**config.mk**
```make
export PLATFORM = sky130hd
export DESIGN_NAME = ternary_seq_ctrl
export DESIGN_NICKNAME = d
export VERILOG_FILES = /design/src/rtl/ternary_seq_ctrl.sv
export SDC_FILE = /design/constraint.sdc
export NUM_CORES = 1
export LEC_CHECK = 0
export BUFFER_PORTS_ARGS = -buffer_cell sky130_fd_sc_hd__buf_4
export CAP_MARGIN = 40
export CORE_ASPECT_RATIO = 1.4
export CORE_UTILIZATION = 54
export DETAILED_ROUTE_END_ITERATION = 6
export PLACE_DENSITY = 0.81
export SLEW_MARGIN = 20
export SYNTH_ARGS = -nofsm -noshare
export SYNTH_HDL_FRONTEND = slang
export SYNTH_SLANG_ARGS = --single-unit
```
**constraint.sdc**
```tcl
create_clock -name clk -period 2.5 [get_ports clk]
set_input_delay 0 -clock clk [delete_from_list [all_inputs] [get_ports clk]]
set_output_delay 0 -clock clk [all_outputs]
set_load 0.005 [all_outputs]
```
**src/rtl/ternary_seq_ctrl.sv**
```systemverilog
`default_nettype none
// ============================================================================
// Module   : ternary_seq_ctrl
// Purpose  : Phase controller for the ternary matrix-vector engine. Accepts
//            host commands, runs a gap-free weight-load burst into the loader,
//            then sequences input capture, compute and result drain per RUN.
// Revision : 1.0 - initial release
// ============================================================================
module ternary_seq_ctrl #(
  parameter  int MAX_IN_LEN  = 16,
  parameter  int MAX_OUT_LEN = 8,
  localparam int OUT_W   = $clog2(MAX_OUT_LEN),
  localparam int IN_W    = $clog2(MAX_IN_LEN),
  localparam int PARAM_W = IN_W + OUT_W,
  localparam int BEAT_W  = $clog2(2 * MAX_OUT_LEN)
) (
  input  logic               clk,
  input  logic               rst_n,
  input  logic               cmd_valid,
  input  logic [1:0]         cmd_op,
  input  logic [PARAM_W-1:0] cmd_param,
  output logic               cmd_ready,
  input  logic               data_valid,
  output logic               data_ready,
  output logic               load_ena,
  output logic [PARAM_W-1:0] load_param,
  input  logic               load_done,
  output logic               mac_start,
  input  logic               mac_done,
  output logic               out_valid,
  input  logic               out_ready,
  output logic [OUT_W-1:0]   out_sel,
  output logic               weights_valid,
  output logic               busy,
  output logic [1:0]         err
);

  localparam logic [1:0] OP_LOAD  = 2'b01;
  localparam logic [1:0] OP_RUN   = 2'b10;
  localparam logic [1:0] OP_ABORT = 2'b11;

  typedef enum logic [2:0] {
    S_IDLE     = 3'd0,
    S_LOAD     = 3'd1,
    S_SETTLE   = 3'd2,
    S_RUN_IN   = 3'd3,
    S_RUN_COMP = 3'd4,
    S_DRAIN    = 3'd5
  } state_t;

  state_t             state, state_nx;
  logic [BEAT_W-1:0]  beat, beat_nx;
  logic               load_ena_nx;
  logic [PARAM_W-1:0] load_param_nx;
  logic               mac_start_nx;
  logic               out_valid_nx;
  logic [OUT_W-1:0]   out_sel_nx;
  logic               weights_valid_nx;
  logic [1:0]         err_nx;

  logic               abort;
  logic [BEAT_W-1:0]  last_beat;

  assign abort     = cmd_valid && (cmd_op == OP_ABORT);
  // Burst is two beats (MSB, LSB) per output column.
  assign last_beat = {load_param[OUT_W-1:0], 1'b1};

  // Handshake strobes decode from registered state. The burst and the vector
  // capture are both entered one cycle after data_valid is seen, so the word
  // is consumed in the same cycle load_ena / mac_start are high.
  assign cmd_ready  = (state == S_IDLE);
  assign data_ready = ((state == S_LOAD) && load_ena) ||
                      ((state == S_RUN_IN) && mac_start);

  // Register all state and registered outputs; reset is synchronous.
  always_ff @(posedge clk) begin
    if (!rst_n) begin
      state         <= S_IDLE;
      beat          <= '0;
      load_ena      <= 1'b0;
      load_param    <= '0;
      mac_start     <= 1'b0;
      out_valid     <= 1'b0;
      out_sel       <= '0;
      weights_valid <= 1'b0;
      busy          <= 1'b0;
      err           <= 2'b00;
    end else begin
      state         <= state_nx;
      beat          <= beat_nx;
      load_ena      <= load_ena_nx;
      load_param    <= load_param_nx;
      mac_start     <= mac_start_nx;
      out_valid     <= out_valid_nx;
      out_sel       <= out_sel_nx;
      weights_valid <= weights_valid_nx;
      busy          <= (state_nx != S_IDLE);
      err           <= err_nx;
    end
  end

  // Next-state and next-output logic; ABORT overrides everything at the end.
  always_comb begin
    state_nx         = state;
    beat_nx          = beat;
    load_ena_nx      = load_ena;
    load_param_nx    = load_param;
    mac_start_nx     = 1'b0;
    out_valid_nx     = out_valid;
    out_sel_nx       = out_sel;
    weights_valid_nx = weights_valid;
    err_nx           = err;

    case (state)
      S_IDLE: begin
        if (cmd_valid && (cmd_op == OP_LOAD)) begin
          err_nx           = 2'b00;
          load_param_nx    = cmd_param;
          weights_valid_nx = 1'b0;
          beat_nx          = '0;
          load_ena_nx      = 1'b0;
          state_nx         = S_LOAD;
        end else if (cmd_valid && (cmd_op == OP_RUN)) begin
          load_param_nx = cmd_param;
          if (weights_valid) begin
            err_nx   = 2'b00;
            state_nx = S_RUN_IN;
          end else begin
            err_nx = 2'b10;
          end
        end
      end

      S_LOAD: begin
        if (!load_ena) begin
          if (data_valid) begin
            load_ena_nx = 1'b1;
            beat_nx     = '0;
          end
        end else if ((beat != '0) && !data_valid) begin
          // Underrun: the loader cannot tolerate a gap mid-burst.
          err_nx      = err | 2'b01;
          load_ena_nx = 1'b0;
          state_nx    = S_IDLE;
        end else if (beat == last_beat) begin
          load_ena_nx = 1'b0;
          if (load_done) begin
            state_nx = S_SETTLE;
          end else begin
            err_nx   = err | 2'b01;
            state_nx = S_IDLE;
          end
        end else begin
          beat_nx = beat + BEAT_W'(1);
        end
      end

      S_SETTLE: begin
        weights_valid_nx = 1'b1;
        state_nx         = S_IDLE;
      end

      S_RUN_IN: begin
        if (mac_start) begin
          state_nx = S_RUN_COMP;
        end else if (data_valid) begin
          mac_start_nx = 1'b1;
        end
      end

      S_RUN_COMP: begin
        if (mac_done) begin
          out_valid_nx = 1'b1;
          out_sel_nx   = '0;
          state_nx     = S_DRAIN;
        end
      end

      S_DRAIN: begin
        if (out_ready) begin
          if (out_sel == load_param[OUT_W-1:0]) begin
            out_valid_nx = 1'b0;
            out_sel_nx   = '0;
            state_nx     = S_IDLE;
          end else begin
            out_sel_nx = out_sel + OUT_W'(1);
          end
        end
      end

      default: begin
        state_nx = S_IDLE;
      end
    endcase

    if (abort && (state != S_IDLE)) begin
      state_nx     = S_IDLE;
      beat_nx      = '0;
      load_ena_nx  = 1'b0;
      mac_start_nx = 1'b0;
      out_valid_nx = 1'b0;
      out_sel_nx   = '0;
      err_nx       = err;
      // A partial or unsettled weight set is never usable.
      weights_valid_nx = ((state == S_LOAD) || (state == S_SETTLE)) ? 1'b0 : weights_valid;
    end
  end

endmodule
`default_nettype wire

```
==> impl_metrics.tcl, run 1 <==
set metrics [dict create \
    cts_htree_levels 1 \
    io_buffers 34 \
    dieArea_um2 2695 \
    placed_cells 215 \
    slew_viol_final 0 \
    finalHoldWorstSlack_ns 0.03611 \
    via_count 1469 \
    max_slew.worst_pin.slew_ns 0.6166 \
    yosys_warnings 0 \
    cts_sinks 24 \
    synthCells 163 \
    syn_area_um2 1344 \
    synth_largest_area_cell "dfxtp_1" \
    cp_top_family "buffers and inverters" \
    switchingPower_mw 0.2585 \
    finalPower_mw 0.9332 \
    ys_seq_area_share_pct 35.75 \
    synth_top_area_share_pct 35.75 \
    grt_max_degree 18 \
    area_growth_pct 34.73 \
    p_int_mw 0.6746 \
    worst-path-buf-inv 2 \
    endpoint_kind "flip-flop" \
    peakVddDrop_v 0.0005682 \
    pin_count 35 \
    via_per_inst 6.251 \
    cts-root-buf "clkbuf_4" \
    clock_latency_ns 0.33 \
    crit_fanout 14 \
    final_antenna_net_count 0 \
    grt_use_total_pct 29.69 \
    synth_area_per_cell_um2 8.244 \
    nets 232 \
    drive_above_1_share_pct 20.28 \
    overflow 0 \
    critPathSlowestCell "dlygate4sd3_1" \
    hold_class "in -> reg" \
    nFillCells 168 \
    cts_resized 0 \
    synth_edf_count 0 \
    wl_per_cell_um 16.25 \
    synth_area_leaders "dfxtp_1 36%, mux2i_1 6.0%, a21oi_1 5.2%, nor2_1 4.7%, nor2b_1 3.3%" \
    worstPathCellList "nor4b_1 > buf_4 > nand2_1 > mux2i_1 > nor2b_1 > dlygate4sd3_1" \
    diodes 0 \
    highest_layer "met4" \
    outcome "completed" \
    pre_cts_ws_ns 0.4887 \
    multi_input_area_um2 795.8 \
    dr.pass1.iters 6 \
    critPathLaunchType "flip-flop" \
    setup_tns_ns 0 \
    drcViolationCount 0 \
    cts_tree "done" \
    wl_mm 3.818 \
    grt_pass1_wl_mm 5.968 \
    first_global_vias 1331 \
    wl_met3_um 212 \
    rows 21 \
    wl_met2_mm 2.042 \
    timing.final.crit_share_pct 91.24 \
    clk_path_buf_depth 2 \
    post_dp_cell_area_um2 1598 \
    critPathKind "reg -> reg" \
    fin_crit_ns 2.281 \
    synth_most_common_cell "dfxtp_1" \
    cts_buffers 3 \
    regArea_um2 480.5 \
    hold_viol_final 0 \
    die_x_um 44.16 \
    finClkSkew_ns 0.001751 \
    clock_power_share_pct 31.1 \
    synthDistinctLibCells 40 \
    finish.utilization_pct 76.56 \
    fp.dieH_um 61.03 \
    antenna_found_initial 0 \
    first_iter_violations 87 \
    fin_area_um2 1810 \
    rsz0062_at_grt "no" \
    yosys_register_bits 24 \
    p_per_area_nw_per_um2 515.4 \
    final-instance-count-excl-fill 235 \
    setup_viol 0 \
    start_util_pct 56.83 \
    p_sw_share_pct 27.70 \
    dp_hpwl_mm 2.555 \
    asyncSetResetFlopFracSynth_pct 0 \
    slowest_delay_ns 0.56 \
    worstPathArrival_ns 2.51 \
    core_area_um2 2365 \
    power_frac_comb_pct 22.7 \
    wl_met1_mm 1.430 \
    path_clk_slew_ns 0.14 \
    p_leak_nw 0.8061 \
    max_freq_ghz 0.4384 \
    syn_nets 182 \
    gp_congestion 0.8908 \
    crit_required_ns 2.73 \
    yosys-top-cells-count "24 x dfxtp_1, 17 x nor2_1, 14 x a21oi_1" \
    synth_ff_type "dfxtp_1" \
    slew_headroom_pct 58.62 \
    drv_cap 0 \
    p_seq_share_pct 46.2 \
    finalWorstSetupSlack_ns 0.2191 \
]
-- power by group through the flow --
stage                     Combinational [mW]  Clock [mW]  Sequential (mW)
after floorplan                        0.127           0            0.425
after global placement                 0.178           0            0.436
after detailed placement               0.184           0            0.437
after CTS                              0.207       0.290            0.429
after global routing                   0.231       0.300            0.435
final                                  0.211       0.290            0.431
-- metal layers --
metal	vias to the layer above	global-route usage [%]
li1	689	-
met1	693	33.52
met2	73	53.57
met3	14	3.226
met4	0	16.88
met5	-	0
-- state kept, by name (all words and copies together) (netlist names) --
name / count
load_param: 7
beat: 4
out_sel: 3
state: 3
err: 2
busy: 1
load_ena: 1
mac_start: 1
out_valid: 1
weights_valid: 1
-- kinds of logic after synthesis --
| logic type | Yosys count | synth area share (%) |
|---|---|---|
| multiplexers | 8 | 5.959 |
| flip-flops | 24 | 35.75 |
| XOR/XNOR | 8 | 5.214 |
| AND/OR/NAND/NOR | 69 | 28.03 |
| buffers and inverters | 14 | 5.028 |
| AO/OA/AOI/OAI | 37 | 17.23 |
| adder cells (fa/ha/maj) | 3 | 2.794 |
-- tightest hold or removal path: cells and delay by family --
family	cells	cell delay (ns)
AOI/OAI and AO/OA	1	0.08
xor gates and xnor gates	1	0.12
buffers and inverters	1	0.13
-- layout make-up --
type,count,area share [%]
flip-flops and latches,24,26.54
repair buffers,51,23.36
inverters,8,1.659
well taps,23,1.589
clock inverters,1,1.659
multi-input cells,125,43.95
clock buffers,3,1.244
-- cell usage in the layout, fill, tap and decap left out, types with 2 or more instances in the layout --
cell and n:
nor2_1 17, dlygate4sd3_1 16, xor2_1 4, nor3_1 7, a21o_1 2, clkbuf_4 3
a21oi_1 14, nor4_1 2, nand4_1 2, nand2_1 11, nor2b_1 7, mux2i_1 8
o21ai_0 6, nand3_1 4, nand2b_1 3, nand3b_1 2, or4_1 3, o31ai_1 5
xnor2_1 4, and2_1 2, a221oi_1 2, buf_4 35, ha_1 3, inv_1 8
dfxtp_1 24, nor3b_1 2
-- what timing repair did --
item	in CTS	in global routing
hold endpoints to repair	12	0
hold buffers	16	0
setup buffers	0	0
setup endpoints to repair	0	0
-- final timing paths --
check | startpoint | endpoint | slack (ns) | cells past startpoint
hold / removal | cmd_op[1] | weights_valid$_SDFFE_PN0P_ | 0.04 | 3
hold reg to reg | err[1]$_SDFFE_PN0P_ | err[1]$_SDFFE_PN0P_ | 0.50 | 2
setup / recovery | state[2]$_SDFF_PN0_ | load_param[2]$_SDFFE_PN0P_ | 0.22 | 6
setup reg to reg | state[2]$_SDFF_PN0_ | load_param[2]$_SDFFE_PN0P_ | 0.22 | 6
Power figures use the tool's default switching activity.
==> run 2, diff against run 1 <==
--- a/config.mk
+++ b/config.mk
@@ -8,9 +8,9 @@
 export BUFFER_PORTS_ARGS = -buffer_cell sky130_fd_sc_hd__buf_4
 export CAP_MARGIN = 40
 export CORE_ASPECT_RATIO = 1.4
-export CORE_UTILIZATION = 54
+export CORE_UTILIZATION = 47
 export DETAILED_ROUTE_END_ITERATION = 6
-export PLACE_DENSITY = 0.81
+export PLACE_DENSITY = 0.75
 export SLEW_MARGIN = 20
 export SYNTH_ARGS = -nofsm -noshare
 export SYNTH_HDL_FRONTEND = slang
==> constraint.sdc (replaced) <==
create_clock -name clk -period 1.95 [get_ports clk]
set_input_delay 0 -clock clk [delete_from_list [all_inputs] [get_ports clk]]
set_output_delay 0 -clock clk [all_outputs]
set_load 0.005 [all_outputs]
==> run 2 against run 1 <==
  * Sequential cell count unchanged
  * Sequential share of layout area increased by 0.055 points
  * Cell count increased by 5.1%
  * Global-route usage decreased by 3.8 points
  * Total power increased by 27%
  * Clock power increased by 24%
  * Utilization decreased by 8.9 points
  * Largest cell class unchanged
  * Highest routed layer unchanged
  * Count of clock-buffer cells in the layout unchanged
  * Die area increased by 14%
  * Combinational power increased by 37%
  * Critical path depth decreased by 3
==> impl_metrics.tcl, run 2 (synthesis results as in run 1) <==
set metrics [dict create \
    worst-path-buf-inv 0 \
    peakVddDrop_v 0.0004668 \
    nets 231 \
    worstPathArrival_ns 2.08 \
    dieArea_um2 3080 \
    finalPower_mw 1.190 \
    first_iter_violations 42 \
    finalWorstSetupSlack_ns 0.1297 \
    max_freq_ghz 0.5494 \
    cts_buffers 3 \
    pin_count 35 \
    grt_use_total_pct 25.89 \
    fin_area_um2 1807 \
    fp.dieH_um 65.27 \
    reg.largest.list "load_param x7, beat x4" \
    gp_congestion 0.8836 \
    wl_mm 3.604 \
    worstPathCellList "or4_4 > or4_1 > a21oi_1" \
    via_count 1369 \
    path_clk_slew_ns 0.14 \
    hold_viol_final 0 \
    grt_pass1_wl_mm 5.796 \
    finClkSkew_ns 0.01027 \
    diodes 0 \
    clock_latency_ns 0.32 \
    cts_sinks 24 \
    timing.final.crit_share_pct 93.35 \
    cts_setup_buffers 0 \
    critPathKind "reg -> reg" \
    final_antenna_net_count 0 \
    slew_headroom_pct 61.67 \
    setup_viol 0 \
    antenna_found_initial 0 \
    hold_class "in -> reg" \
    slew_viol_final 0 \
    wl_per_cell_um 14.59 \
    die_x_um 47.19 \
    outcome "completed" \
    final-instance-count-excl-fill 247 \
    via_per_inst 5.543 \
    first_global_vias 1359 \
    pre_cts_ws_ns 0.1812 \
    cts-root-buf "clkbuf_4" \
    start_util_pct 50.33 \
    clk_path_buf_depth 2 \
    slowest_delay_ns 0.62 \
    critPathLaunchType "flip-flop" \
    drv_cap 0 \
    finish.utilization_pct 67.67 \
    cp_top_family "simple AND/OR/NAND/NOR gates" \
    area_growth_pct 34.45 \
    critPathSlowestCell "or4_4" \
    placed_cells 234 \
    max_slew.worst_pin.slew_ns 0.5701 \
    rsz0062_at_grt "no" \
    grt_max_degree 15 \
    nFillCells 243 \
    largest_register "load_param" \
    dp_hpwl_mm 2.707 \
    dr.pass1.iters 4 \
    p_leak_nw 0.7954 \
    core_area_um2 2670 \
    finalHoldWorstSlack_ns 0.06559 \
    crit_fanout 14 \
    overflow 0 \
    fin_crit_ns 1.820 \
    layout_commonest_cell "buf_4" \
    drive_above_1_share_pct 23.70 \
    cts_tree "done" \
    endpoint_kind "flip-flop" \
    p_per_area_nw_per_um2 658.4 \
    post_dp_cell_area_um2 1659 \
    setup_tns_ns 0 \
    layout_common_cells "41 x buf_4, 24 x dfxtp_1, 17 x nor2_1" \
    crit_required_ns 2.21 \
    largest_register_ffs 7 \
    io_buffers 34 \
    drcViolationCount 0 \
    cts_htree_levels 1 \
    rows 22 \
]
## run 2: path summary, 6_finish.rpt
path                        from                          to  slack [ns]  cells past startpoint
max          state[2]$_SDFF_PN0_        beat[3]$_SDFFE_PP0P_        0.13                      3
min                    cmd_op[1]  weights_valid$_SDFFE_PN0P_        0.07                      3
max reg2reg  state[2]$_SDFF_PN0_        beat[3]$_SDFFE_PP0P_        0.13                      3
min reg2reg  err[1]$_SDFFE_PN0P_         err[1]$_SDFFE_PN0P_        0.51                      2
## run 2: power by group
part / internal [mW] / total [mW] / switching (mW)
Sequential: 0.515 / 0.540 / 0.0253
Clock: 0.208 / 0.359 / 0.151
Combinational: 0.148 / 0.290 / 0.142
Total: 0.871 / 1.19 / 0.319
## run 2: per-layer routing
metal | vias to the layer above | share of wire, % | global-route usage (%)
li1 | 682 | - | -
met1 | 629 | 42 | 29.43
met2 | 47 | 52 | 46.70
met3 | 11 | 3.6 | 3.846
met4 | 0 | 2.3 | 8.571
met5 | - | 0 | 0
## run 2: layout make-up
| type | instances | area [µm²] | share of cell area, % |
|---|---|---|---|
| Multi-Input combinational cell | 125 | 800.8 | 44.32 |
| Sequential cell | 24 | 480.5 | 26.59 |
| Timing Repair Buffer | 50 | 397.9 | 22.02 |
| Tap cell | 36 | 45.04 | 2.493 |
| Clock inverter | 1 | 30.03 | 1.662 |
| Inverter | 8 | 30.03 | 1.662 |
| Clock buffer | 3 | 22.52 | 1.247 |
## run 2: worst min-delay path, stage by stage
cell and delay [ns]:
buf_4 0.13, xnor2_1 0.12, a221oi_1 0.08
## run 2: timing repair
action,in CTS,in global routing
endpoints found under the hold margin,11,0
setup endpoints to repair,0,4
hold buffers,9,0
gates resized for setup,0,1
==> run 3, diff against run 2 <==
--- a/config.mk
+++ b/config.mk
@@ -8,9 +8,10 @@
 export BUFFER_PORTS_ARGS = -buffer_cell sky130_fd_sc_hd__buf_4
 export CAP_MARGIN = 40
 export CORE_ASPECT_RATIO = 1.4
-export CORE_UTILIZATION = 47
+export CORE_UTILIZATION = 54
+export CTS_CLUSTER_DIAMETER = 40
 export DETAILED_ROUTE_END_ITERATION = 6
-export PLACE_DENSITY = 0.75
+export PLACE_DENSITY = 0.81
 export SLEW_MARGIN = 20
 export SYNTH_ARGS = -nofsm -noshare
 export SYNTH_HDL_FRONTEND = slang
==> constraint.sdc (replaced) <==
create_clock -name clk -period 2.4 [get_ports clk]
set_input_delay 0 -clock clk [delete_from_list [all_inputs] [get_ports clk]]
set_output_delay 0 -clock clk [all_outputs]
set_load 0.005 [all_outputs]
==> run 3 against run 2 <==
  * Sequential share of layout area shrank 0.31 points
  * Combinational power shrank 19%
  * Utilization grew 9.6 points
  * Global-route usage grew 4.8 points
  * Via count grew 4.4%
==> impl_metrics.tcl, run 3 (synthesis results as in run 1) <==
set metrics [dict create \
    worstPathArrival_ns 2.48 \
    whs_endpoint "weights_valid$_SDFFE_PN0P_" \
    outcome "completed" \
    fp.dieH_um 61.03 \
    clock_latency_ns 0.32 \
    worstHoldStart "cmd_op[1]" \
    first_iter_violations 40 \
    p_leak_nw 0.8166 \
    dp_hpwl_mm 2.544 \
    finClkSkew_ns 0.01204 \
    slew_headroom_pct 60.78 \
    final_antenna_net_count 0 \
    cts_htree_levels 1 \
    first_global_vias 1400 \
    cp_common_cell "buf_4" \
    setup_viol 0 \
    cts_sinks 24 \
    finish.utilization_pct 77.30 \
    wl_mm 3.870 \
    drcViolationCount 0 \
    die_x_um 44.16 \
    layout_common_cells "37 x buf_4, 24 x dfxtp_1, 17 x nor2_1" \
    via_count 1429 \
    grt_max_degree 16 \
    via_per_inst 6.030 \
    rows 21 \
    critPathLaunchType "flip-flop" \
    slew_viol_final 0 \
    max_freq_ghz 0.4413 \
    r2r_end "load_param[5]$_SDFFE_PN0P_" \
    setup_tns_ns 0 \
    r2r_slack_ns 0.13 \
    drv_cap 0 \
    worstPathCellList "buf_4 > nor4b_1 > buf_4 > nand2_2 > mux2i_1 > nor2b_1 > dlygate4sd3_1" \
    critPathKind "reg -> reg" \
    rsz0062_at_grt "no" \
    slowest_delay_ns 0.57 \
    clk_path_buf_depth 2 \
    path_clk_slew_ns 0.15 \
    drive_above_1_share_pct 21.50 \
    ff2ff_path_depth 7 \
    endpoint_kind "flip-flop" \
    cts_buffers 3 \
    largest_register "load_param" \
    layout_commonest_cell "buf_4" \
    wl_per_cell_um 16.33 \
    area_growth_pct 36.03 \
    cts_tree "done" \
    grt_use_total_pct 30.69 \
    dr.pass1.iters 6 \
    io_buffers 34 \
    nets 234 \
    worstReg2RegStart "state[0]$_SDFF_PN0_" \
    timing.final.crit_share_pct 94.42 \
    crit_required_ns 2.61 \
    hold_viol_final 0 \
    hold_class "in -> reg" \
    crit_fanout 11 \
    max_slew.worst_pin.slew_ns 0.5833 \
    fin_crit_ns 2.266 \
    pin_count 35 \
    reg.largest.list "load_param x7, beat x4" \
    peakVddDrop_v 0.0004454 \
    antenna_found_initial 0 \
    whs_path_depth 3 \
    finalPower_mw 0.9805 \
    overflow 0 \
    gp_congestion 0.9026 \
    start_util_pct 56.83 \
    core_area_um2 2365 \
    p_per_area_nw_per_um2 536.4 \
    largest_register_ffs 7 \
    cts-root-buf "clkbuf_4" \
    diodes 0 \
    dieArea_um2 2695 \
    grt_pass1_wl_mm 6.106 \
    critPathSlowestCell "dlygate4sd3_1" \
]
==> run 3: cell types whose count changed in the layout (fill, tap and decap cells not counted), sizes merged <==
| cell | before | now |
|---|---|---|
| buf | 41 | 37 |
| dlygate4sd3 | 9 | 16 |
==> run 3: worst max-delay path by stage <==
stage / from / to / slack (ns) / cells after the start
after detailed placement: state[0]$_SDFF_PN0_ / beat[3]$_SDFFE_PP0P_ / 0.56 / 4
final: state[0]$_SDFF_PN0_ / load_param[5]$_SDFFE_PN0P_ / 0.13 / 7
after CTS: state[0]$_SDFF_PN0_ / load_param[1]$_SDFFE_PN0P_ / 0.1 / 7
after global placement: state[0]$_SDFF_PN0_ / beat[3]$_SDFFE_PP0P_ / 0.63 / 4
after global routing: state[0]$_SDFF_PN0_ / load_param[4]$_SDFFE_PN0P_ / 0.04 / 7
after floorplan: state[0]$_SDFF_PN0_ / beat[3]$_SDFFE_PP0P_ / 0.73 / 5
==> run 3: what timing repair did <==
action                                  4_1_cts  5_1_grt
setup buffers                                 0        0
hold endpoints to repair                     12        0
endpoints found under the setup margin        0        7
hold buffers                                 16        0
gates resized for setup                       0        1
==> run 3: through the flow <==
stage / setup slack, ns / cells / hold slack [ns] / area (µm²)
after global routing: 0.03767 / 237 / 0.05843 / 1828
after CTS: 0.09530 / 237 / 0.04268 / 1826
final: 0.1339 / 237 / 0.04299 / 1828
after detailed placement: 0.5626 / 217 / 0.2675 / 1613
after floorplan: 0.7257 / 163 / 0.1138 / 1344
after global placement: 0.6299 / 217 / 0.2516 / 1613
==> run 3: layer usage <==
layer / up-vias / part of all wire, % / track usage (%)
li1: 688 / - / -
met1: 666 / 36 / 31.99
met2: 61 / 56 / 59.03
met3: 14 / 4.7 / 3.812
met4: 0 / 3.0 / 15.58
met5: - / 0 / 0
==> run 3: final cells by class <==
type / count / area [µm²]
multi-input cells: 125 / 798.3
fillers: 164 / 536.8
flip-flops and latches: 24 / 480.5
repair buffers: 53 / 437.9
clock inverters: 1 / 30.03
inverters: 8 / 30.03
well taps: 23 / 28.78
clock buffers: 3 / 22.52
==> run 3: critical path, delay by kind of cell (launching register included) <==
family / cells / cell delay (ns)
flops: 1 / 0.42
simple gates: 3 / 0.53
buf+inv: 3 / 0.96
mux: 1 / 0.23
==> run 3: where the power goes <==
part	leakage, nW	internal, mW	switching (mW)	total, mW
clock network	0.0279	0.169	0.133	0.301
registers	0.195	0.419	0.0250	0.444
logic	0.594	0.120	0.115	0.235
